## config.mk

```make
export PLATFORM = sky130hd
export DESIGN_NAME = if_fetch_unit
export DESIGN_NICKNAME = d
export VERILOG_FILES = /design/src/rtl/if_fetch_unit.sv
export SDC_FILE = /design/constraint.sdc
export NUM_CORES = 1
export LEC_CHECK = 0
export ABC_AREA = 1
export CAP_MARGIN = 20
export CORE_MARGIN = 2
export CORE_UTILIZATION = 35
export DETAILED_ROUTE_END_ITERATION = 10
export GPL_ROUTABILITY_DRIVEN = 0
export GPL_TIMING_DRIVEN = 0
export SETUP_SLACK_MARGIN = 0.15
export SLEW_MARGIN = 25
export SYNTH_ARGS = -nofsm -noshare
export SYNTH_HDL_FRONTEND = slang
export SYNTH_SLANG_ARGS = --single-unit
```

## constraint.sdc

```tcl
create_clock -name clk -period 3 [get_ports clk]
set_input_delay 0.3 -clock clk [delete_from_list [all_inputs] [get_ports clk]]
set_output_delay 0.3 -clock clk [all_outputs]
set_load 0.05 [all_outputs]
```

## src/rtl/if_fetch_unit.sv

```systemverilog
// Instruction fetch stage: PC generation, single-outstanding imem read handshake,
// and a small prefetch FIFO presenting {pc, instr} to ID on a valid/ready interface.
module if_fetch_unit #(
    parameter int unsigned       ADDR_W   = 16,
    parameter int unsigned       DEPTH    = 4,
    parameter logic [ADDR_W-1:0] RESET_PC = '0
) (
    input  logic              clk,
    input  logic              rst,
    output logic              imem_req,
    output logic [ADDR_W-1:0] imem_addr,
    input  logic              imem_ack,
    input  logic [15:0]       imem_rdata,
    output logic              id_valid,
    output logic [15:0]       id_instr,
    output logic [ADDR_W-1:0] id_pc,
    input  logic              id_ready,
    input  logic              redirect,
    input  logic [ADDR_W-1:0] redirect_pc
);
    localparam int unsigned      PTR_W   = $clog2(DEPTH);
    localparam int unsigned      OCC_W   = PTR_W + 1;
    localparam logic [OCC_W-1:0] DEPTH_V = OCC_W'(DEPTH);

    typedef enum logic [1:0] {IDLE, REQ, DROP} state_t;

    state_t            state;
    logic [ADDR_W-1:0] fetch_pc;
    logic [ADDR_W-1:0] drop_addr;
    logic [OCC_W-1:0]  occ;
    logic [OCC_W-1:0]  occ_next;
    logic [PTR_W-1:0]  rd_ptr;
    logic [PTR_W-1:0]  wr_ptr;
    logic [15:0]       instr_q [DEPTH];
    logic [ADDR_W-1:0] pc_q    [DEPTH];
    logic              xfer;
    logic              push;
    logic              pop;
    logic              has_room;

    assign xfer     = imem_req & imem_ack;
    assign push     = xfer & (state == REQ) & ~redirect;
    assign pop      = id_valid & id_ready & ~redirect;
    assign occ_next = occ + OCC_W'(push) - OCC_W'(pop);
    assign has_room = occ_next < DEPTH_V;

    // While dropping, the address of the abandoned request must stay on the bus.
    assign imem_addr = (state == DROP) ? drop_addr : fetch_pc;

    always_comb begin
        id_valid = (occ != '0);
        id_instr = '0;
        id_pc    = '0;
        if (id_valid) begin
            id_instr = instr_q[rd_ptr];
            id_pc    = pc_q[rd_ptr];
        end
    end

    always_ff @(posedge clk) begin
        if (push) begin
            instr_q[wr_ptr] <= imem_rdata;
            pc_q[wr_ptr]    <= fetch_pc;
        end
    end

    always_ff @(posedge clk or posedge rst) begin
        if (rst) begin
            state     <= IDLE;
            imem_req  <= 1'b0;
            fetch_pc  <= RESET_PC;
            drop_addr <= RESET_PC;
            occ       <= '0;
            rd_ptr    <= '0;
            wr_ptr    <= '0;
        end else if (redirect) begin
            fetch_pc <= redirect_pc;
            occ      <= '0;
            rd_ptr   <= '0;
            wr_ptr   <= '0;
            imem_req <= 1'b1;
            // A request still in flight must be completed and its data discarded.
            if (imem_req && !imem_ack) begin
                state <= DROP;
                if (state == REQ) begin
                    drop_addr <= fetch_pc;
                end
            end else begin
                state <= REQ;
            end
        end else begin
            occ <= occ_next;
            if (push) begin
                wr_ptr   <= wr_ptr + PTR_W'(1);
                fetch_pc <= fetch_pc + ADDR_W'(1);
            end
            if (pop) begin
                rd_ptr <= rd_ptr + PTR_W'(1);
            end
            case (state)
                IDLE: begin
                    if (has_room) begin
                        state    <= REQ;
                        imem_req <= 1'b1;
                    end
                end
                REQ: begin
                    if (xfer && !has_room) begin
                        state    <= IDLE;
                        imem_req <= 1'b0;
                    end
                end
                DROP: begin
                    if (xfer) begin
                        state <= REQ;
                    end
                end
                default: begin
                    state    <= IDLE;
                    imem_req <= 1'b0;
                end
            endcase
        end
    end

endmodule
```

[Word-level counts from Yosys, hierarchy flattened]
Memories as Yosys holds them, arrays and structs flattened.
Index checks and enable logic that the tools add are counted.
Operators by class
  add/subtract/negate cells: 5
  $lt $le $gt $ge: 1
  equal/unequal tests: 6
  mux-type cells: 22
  bitwise operators: 6
  reduce and logical (&&, ||, !) cells: 11
Operators by type and width (count)
  16-bit 2-to-1 mux: 5
  2-bit 2-to-1 mux: 9
  16-bit by 1-bit adder with 16-bit output, second input constant: 1
  3-bit AND reduction: 3
  3-bit inequality test, second input constant: 2
  2-bit case mux with 3 select lines: 1
  1-bit AND: 5
  1-bit 2-to-1 mux: 5
  2-bit by 1-bit adder with 2-bit output, second input constant: 2
  2-bit nonzero test: 2
  3-bit by 1-bit adder with 3-bit output: 1
  3-bit < comparator, second input constant: 1
  3-bit 2-to-1 mux: 1
  3-bit by 2-bit inequality test with 1-bit output, second input constant: 1
  1-bit case mux with 3 select lines: 1
  3-bit nonzero test: 1
  3-bit by 1-bit subtractor with 3-bit output: 1
  2-bit by 1-bit == test with 1-bit output, second input constant: 1
  2-bit == test, second input constant: 1
  1-bit logical AND: 2
  1-bit logical NOT: 2
  2-bit logical NOT: 1
  2-bit inequality test, second input constant: 1
  1-bit NOT: 1
Storage, ports and cells
  bits in registers: 42
  memory bits (writable): 128
  logic and storage cells: 60
  memories: 2
Memories
  instr_q: depth 4, bits a word 16, rd ports 1, clocked after memory_dff 0, wr ports 1, RTL line 34  | logic [15:0] instr_q [DEPTH];
  pc_q: depth 4, bits a word 16, rd ports 1, clocked after memory_dff 0, wr ports 1, RTL line 35  | logic [ADDR_W-1:0] pc_q [DEPTH];

[Logic depth before layout (Yosys ltp)]
Gate-level depths: netlist of the first run.
  word-level depth: 11
  mapped depth: 18
  mapped depth without buffers: 18

[Worst setup path after synthesis of the first run]
No wires, ideal clock.
  path type: register to register
  start: reg imem_req
  end: mem instr_q[2][0] (enable)
  arrival: 2549 ps
  data required time: 2579 ps
  setup slack: 30 ps
  stages on the path, launching flop included: 7
  buffers on the path: 0
  period minus slack after synthesis: 2970 ps
  cell sequence: dfrtp_1 > nand2_1 > inv_2 > nand2_2 > nor2_4 > inv_2 > nor2_1
On the way
  longest elaborated chain between the ends: 5
Ends and longest elaborated chain
  from (decl): RTL line 10  | output logic imem_req,
  from (signal assigned): RTL line 70  | imem_req <= 1'b0;
  from (signal assigned): RTL line 81  | imem_req <= 1'b1;
  from (signal assigned): RTL line 104  | imem_req <= 1'b1;
  1-bit AND: RTL line 41  | assign xfer = imem_req & imem_ack;
  1-bit AND (2 in a row): RTL line 42  | assign push = xfer & (state == REQ) & ~redirect;
  1-bit 2-to-1 mux: RTL line 61  | if (push) begin
  1-bit 2-to-1 mux (not written as such): RTL line 62  | instr_q[wr_ptr] <= imem_rdata;
  to (decl): RTL line 34
No other way between the ends.

[Worst setup path in the final report of the first run]
  start: reg occ[1]
  end: reg imem_req
On the way
  longest elaborated chain between the ends: 9
  elaborated cells between the ends (all ways): 11
Ends and longest elaborated chain
  from (decl): RTL line 30  | logic [OCC_W-1:0] occ;
  from (signal assigned): RTL line 92  | occ <= occ_next;
  parallel branches: the longest is 3 deep, another holds 3-bit by 1-bit adder with 3-bit output
  3-bit by 1-bit subtractor with 3-bit output *: RTL line 44  | assign occ_next = occ + OCC_W'(push) - OCC_W'(pop);
  3-bit < comparator *: RTL line 45  | assign has_room = occ_next < DEPTH_V;
  1-bit logical NOT: RTL line 108  | if (xfer && !has_room) begin
  1-bit logical AND: RTL line 108
  3-bit by 2-bit inequality test with 1-bit output (no line)
  3-bit AND reduction (no line) *
  to (signal assigned): RTL line 104
  to (signal assigned): RTL line 110  | imem_req <= 1'b0;
  to (signal assigned): RTL line 120  | imem_req <= 1'b0;
Mark *: on every way between the ends.
A chain may end at the register's enable or synchronous reset.

==> results of run 1 <==
==> Yosys cell counts (all sizes together), types with 3 or more instances <==
master,number
ha,7
clkbuf,14
nand2,104
nor2,157
nand3,16
xor2,5
inv,48
o211ai,8
o21bai,3
buf,21
dfrtp,42
a21oi,35
nand4,6
edfxtp,128
o21ai,110
==> final timing paths <==
kind                                                  to  depth (start not counted)
worst max-delay path                imem_req$_DFFE_PP0P_                         15
worst min-delay path                state[1]$_DFFE_PP0P_                          3
worst max register to register      imem_req$_DFFE_PP0P_                         15
worst min register to register  drop_addr[7]$_DFFE_PP0P_                          2
max in group asynchronous        fetch_pc[8]$_DFFE_PP0P_                          3
min in group asynchronous           imem_req$_DFFE_PP0P_                          2
==> per-layer routing <==
layer  wire length [um]  vias to the layer above  share of wire, %  track usage [%]
met1               8300                     2535                46             22.9
met5                  0                        -                 0                0
met4                160                        0              0.89             4.33
met3               1040                       21               5.8             3.43
li1                   -                     2636                 -                -
met2               8490                      171                47             27.5
==> kinds of logic after synthesis <==
| family | Yosys count |
|---|---|
| compound gates | 158 |
| xor+xnor | 6 |
| fa+ha+maj | 8 |
| buf+inv | 84 |
| flops | 170 |
| simple gates | 284 |
==> stage by stage <==
step           instance area [sq um]  std cells  setup WS (ns)
2_1_floorplan                   7390        710         0.0303
3_3_place_gp                    8590       1070          -1.30
3_5_place_dp                    8800       1077        0.00795
4_1_cts                         9300       1109        -0.0184
5_1_grt                         9300       1109         0.0317
6_report                        9300       1109          0.283
==> flip-flops by register name, summed over array words and instances, names as in the netlist <==
signal / count
imem_req: 1
fetch_pc: 16
pc_q: 64
wr_ptr: 2
rd_ptr: 2
instr_q: 64
state: 2
drop_addr: 16
occ: 3
==> placed cells by master (no fill, tap or decap), types with 2 or more instances in the layout <==
cell,n
clkbuf_16,17
nor2_4,8
nand3_1,15
o21bai_1,3
o21ai_1,21
xor2_1,5
buf_4,7
o21ai_0,89
o211ai_1,8
clkbuf_2,9
dlymetal6s2s_1,2
dfrtp_1,42
a21oi_1,35
nor2_2,3
buf_2,13
clkinv_1,3
clkbuf_1,7
inv_8,2
inv_6,3
inv_2,6
nand2_1,100
clkdlybuf4s50_1,39
clkinvlp_4,7
buf_16,6
nor2_1,146
inv_1,42
dlygate4sd2_1,40
edfxtp_1,128
nand2_2,4
nand4_1,6
ha_1,7
==> where the power goes <==
group	internal, mW	leakage [nW]	switching (mW)	total, mW
registers	2.84	1.68	0.213	3.05
clock network	1.07	0.243	0.947	2.02
logic	0.904	1.69	2.51	3.41
==> tightest hold or removal path: cells and delay by family <==
family	cells	cell delay, ns
buffers and inverters	1	0.15
AOI/OAI and AO/OA	1	0.08
and+or+nand+nor	1	0.07
==> what timing repair did <==
action	CTS	global route
setup endpoints to repair	47	24
resized for setup	51	14
setup buffers	0	0
hold endpoints to repair	0	0
==> layout make-up <==
cell class / count / share of cell area [%]
sequential: 170 / 52.6
multi-input combinational: 456 / 23.3
timing repair buffer: 92 / 10.5
clock buffer: 17 / 4.57
tap: 275 / 3.70
buffer: 35 / 2.04
inverter: 49 / 1.98
clock inverter: 15 / 1.26
==> flow_metrics.py, run 1 <==
metrics = {
    "status": {
        "status": "finished, final reports clean",
    },
    "critical_path": {
        "cp_top_family": "simple AND/OR/NAND/NOR gates",
        "ff2ff_setup_slack_ns": 0.28,
        "required_ns": 3.31,
        "critPathLaunchType": "flop",
        "r2r_start": "occ[1]$_DFF_PP0_",
        "path_cells": "inv_1 -> nand2_1 -> nor2_4 -> nor2_1 -> inv_1 -> nor2_1 -> ha_1 -> inv_1 -> ha_1 -> inv_1 -> fa_1 -> nand3_1 -> nand4_1 -> o211ai_1 -> nand2_1",
        "critical_path_buf_inv_count": 4,
        "end_kind": "flop",
        "critPathLaunch": "occ[1]$_DFF_PP0_",
        "path_class": "reg -> reg",
        "cp.arrival_ns": 3.03,
        "slowest_stage": "dfrtp_1",
        "path_common_cell": "inv_1",
        "critPathMaxStageDelay_ns": 0.42,
        "crit_path_max_fanout": 7,
    },
    "place": {
        "io_buffers": 85,
        "dp_hpwl_um": 11900,
    },
    "synth": {
        "netlist_instances": 710,
        "ys_warn_count": 0,
        "synth_cell_types": 29,
        "async_reset_ff_share_pct": 24.7,
        "synth_area_sq_um": 7390,
        "synth_compound_area_share_pct": 11.1,
        "synth_nets": 755,
        "seq_area_frac_synth_pct": 66.2,
        "synthXorXnorAreaFrac_pct": 0.711,
        "synth-simple-area-share_pct": 15.6,
        "synth_area_leader_cell": "edfxtp_1",
        "synth.area.mux_share_pct": 0,
        "synth_edf_count": 128,
        "synth_seq_cells": 170,
        "ys.flop_type": "edfxtp_1",
        "synthAdderAreaFrac_pct": 1.46,
        "synth_top_cell_area_share_pct": 52.0,
        "netlist_top_cells_area": "edfxtp_1, dfrtp_1, nor2_1",
        "syn_area_per_cell_sq_um": 10.4,
        "synth_top_family_by_area": "simple AND/OR/NAND/NOR gates",
    },
    "route": {
        "drc": 0,
        "drt_iter0_drc": 293,
        "first_pass_iters": 5,
        "vias": 5363,
        "vias_per_cell": 4.84,
        "wirelength_um": 18000,
        "drtAntennaViolNets": 0,
        "wl_per_cell_um": 16.2,
    },
    "cells_and_area": {
        "drive_gt1_share_pct": 10.8,
        "post-route-util_pct": 44.5,
        "fillCellCount": 1968,
        "seq_area_sq_um": 4890,
        "syn2layout_area_growth_pct": 25.8,
        "n_antenna_cell": 0,
        "multi_input_area_sq_um": 2170,
        "nets": 866,
    },
    "hold_path": {
        "hold_start": "redirect",
        "hp-class": "in -> reg",
    },
    "pwr": {
        "power_mw": 8.48,
        "p_per_area_nw_per_um2": 912,
        "peakVddDrop_v": 0.000491,
        "power_leakage_nw": 3.62,
    },
    "timing": {
        "tightest_slew_ns": 0.691,
        "fmax_mhz": 368,
        "rsz0062_at_grt": "true",
        "finalWorstPathRequiredPeriod_ns": 2.72,
        "setup_viol": 0,
        "whs_ns": 0.214,
        "hold_viol": 0,
        "slew_violations": 0,
        "max_slew_margin_pct": 53.8,
        "fin_tns_setup_ns": 0,
        "fin_skew_ns": 0.0118,
        "layout_worst_path_cycle_share_pct": 90.6,
    },
    "clocking": {
        "cts-buffers-inserted": 17,
        "clockBufferDepth": 2,
        "cts_max_level": 4,
        "cts_hold_buf": 0,
        "cts_num_sinks": 170,
        "cts_root_buffer": "clkbuf_16",
        "cts_tree": "done",
        "clock_latency_ns": 0.43,
        "path_clk_slew_ns": 0.07,
    },
    "global_route": {
        "grt_max_degree": 28,
        "overflow": 0,
        "grt_pass1_vias": 5207,
        "grt_pass1_wl_um": 28200,
        "gr-usage-all-layers_pct": 16.8,
        "antenna_found_initial": 0,
    },
    "floorplanning": {
        "die_x_um": 149,
        "rows": 53,
        "coreArea_sq_um": 20900,
        "die_area_sq_um": 22300,
        "die_y_um": 149,
        "io-pin-count": 87,
        "start_util_pct": 35.4,
    },
    "run": {
        "cap_viol_max_count": 0,
    },
}
Power figures use the tool's default switching activity.
==> run 2, diff against run 1 <==
Settings changed: CAP_MARGIN 20 to not set, SKIP_CTS_REPAIR_TIMING set to 1.
==> flow_metrics.py, run 2 (synthesis results as in run 1) <==
metrics = {
    "global_route": {
        "grt_pass1_wl_um": 28300,
        "overflow": 0,
        "grt_pass1_vias": 5214,
        "gr-usage-all-layers_pct": 16.8,
        "antenna_found_initial": 0,
        "grt_max_degree": 28,
    },
    "timing": {
        "hold_viol": 0,
        "whs_ns": 0.214,
        "tightest_slew_ns": 0.690,
        "max_slew_margin_pct": 53.9,
        "setup_ws_ns": 0.290,
        "slew_violations": 0,
        "fin_skew_ns": 0.0122,
        "finalWorstPathRequiredPeriod_ns": 2.71,
        "setup_viol": 0,
        "layout_worst_path_cycle_share_pct": 90.3,
        "rsz0062_at_grt": "true",
        "fmax_mhz": 369,
    },
    "cells_and_area": {
        "drive_gt1_share_pct": 10.4,
        "stdcell_area_sq_um": 9490,
        "final_common_cell": "nor2_1",
        "fillCellCount": 1942,
        "syn2layout_area_growth_pct": 28.3,
        "multi_input_area_sq_um": 2170,
        "mostFrequentLayoutCells": "nor2_1, edfxtp_1, nand2_1",
        "nets": 867,
        "seq_area_sq_um": 4890,
        "n_antenna_cell": 0,
        "largestRegisters": "instr_q x64, pc_q x64",
    },
    "hold_path": {
        "hold-path-endpoint": "state[1]$_DFFE_PP0P_",
        "hold_start": "redirect",
        "hp-class": "in -> reg",
        "whs_path_depth": 3,
    },
    "clocking": {
        "cts_root_buffer": "clkbuf_16",
        "cts_tree": "done",
        "clock_latency_ns": 0.43,
        "cts-buffers-inserted": 17,
        "path_clk_slew_ns": 0.07,
        "cts_max_level": 4,
        "cts_num_sinks": 170,
        "clockBufferDepth": 2,
    },
    "floorplanning": {
        "start_util_pct": 35.4,
        "die_y_um": 149,
        "die_x_um": 149,
        "rows": 53,
        "coreArea_sq_um": 20900,
        "die_area_sq_um": 22300,
        "io-pin-count": 87,
    },
    "critical_path": {
        "r2r_start": "state[1]$_DFFE_PP0P_",
        "path_class": "reg -> out",
        "required_ns": 2.70,
        "crit_path_max_fanout": 10,
        "path_cells": "nor2_1 -> buf_2 -> o21ai_0 -> clkdlybuf4s50_1",
        "regToRegEndpoint": "imem_req$_DFFE_PP0P_",
        "cp.arrival_ns": 2.41,
        "critPathLaunch": "state[0]$_DFFE_PP0P_",
        "end_kind": "primary output",
        "slowest_stage": "clkdlybuf4s50_1",
        "ff2ff_setup_slack_ns": 0.39,
        "critPathLaunchType": "flop",
        "critPathMaxStageDelay_ns": 0.72,
        "r2r_cells": 15,
    },
    "place": {
        "dp_hpwl_um": 11900,
        "placed_area_sq_um": 8800,
        "dpl_worst_slack_ns": 0.00795,
        "io_buffers": 85,
    },
    "route": {
        "drt_iter0_drc": 291,
        "vias": 5367,
        "vias_per_cell": 4.84,
        "drtAntennaViolNets": 0,
        "drc": 0,
        "first_pass_iters": 6,
        "wirelength_um": 18000,
        "wl_per_cell_um": 16.2,
    },
    "status": {
        "status": "finished, final reports clean",
    },
    "pwr": {
        "p_per_area_nw_per_um2": 918,
        "peakVddDrop_v": 0.000501,
        "power_leakage_nw": 4.13,
    },
    "run": {
        "cap_viol_max_count": 0,
    },
}
[run 2: metrics by stage]
stage          cells  util (%)  setup TNS (ns)  total power [mW]
2_1_floorplan    710         -               0              5.44
3_3_place_gp    1070      41.1         -160.56              6.67
3_5_place_dp    1077      42.1               0              6.72
4_1_cts         1109      44.7           -3.18              8.74
5_1_grt         1110      45.4               0              9.16
6_report        1110      45.4               0              8.71
[run 2: where the power goes]
group	internal (mW)	switching (mW)
sequential	2.84	0.212
combinational	1.12	2.52
clock	1.07	0.947
[run 2: how the worst max path moves through the flow]
| stage | to | slack (ns) | depth (start not counted) |
|---|---|---|---|
| after detailed placement | imem_req$_DFFE_PP0P_ | 0.008 | 17 |
| after CTS | id_pc[1] | -0.23 | 6 |
| after global routing | id_pc[1] | 0.15 | 6 |
| after floorplan | instr_q[2][0]$_DFFE_PP_ | 0.03 | 6 |
| final | imem_addr[15] | 0.29 | 4 |
| after global placement | instr_q[3][0]$_DFFE_PP_ | -1.30 | 7 |
[run 2: cell type report]
type,count,area share (%)
Buffer,35,1.99
Clock buffer,17,4.48
Clock inverter,15,1.24
Inverter,49,1.94
Multi-Input combinational cell,456,22.9
Sequential cell,170,51.6
Tap cell,275,3.63
Timing Repair Buffer,93,12.3
[run 2: critical path: cells and delay by family (launching register included)]
kind | cells | cell delay, ns
flops | 1 | 0.41
simple gates | 1 | 0.41
buf+inv | 2 | 1.02
compound gates | 1 | 0.13
[run 2: routing by layer]
layer  up-vias  part of all wire [%]  track usage [%]
met5         -                     0                0
met4         0                  0.96             4.48
met3        21                   5.5             3.46
met2       161                    48             27.4
met1      2549                    46             22.9
li1       2636                     -                -
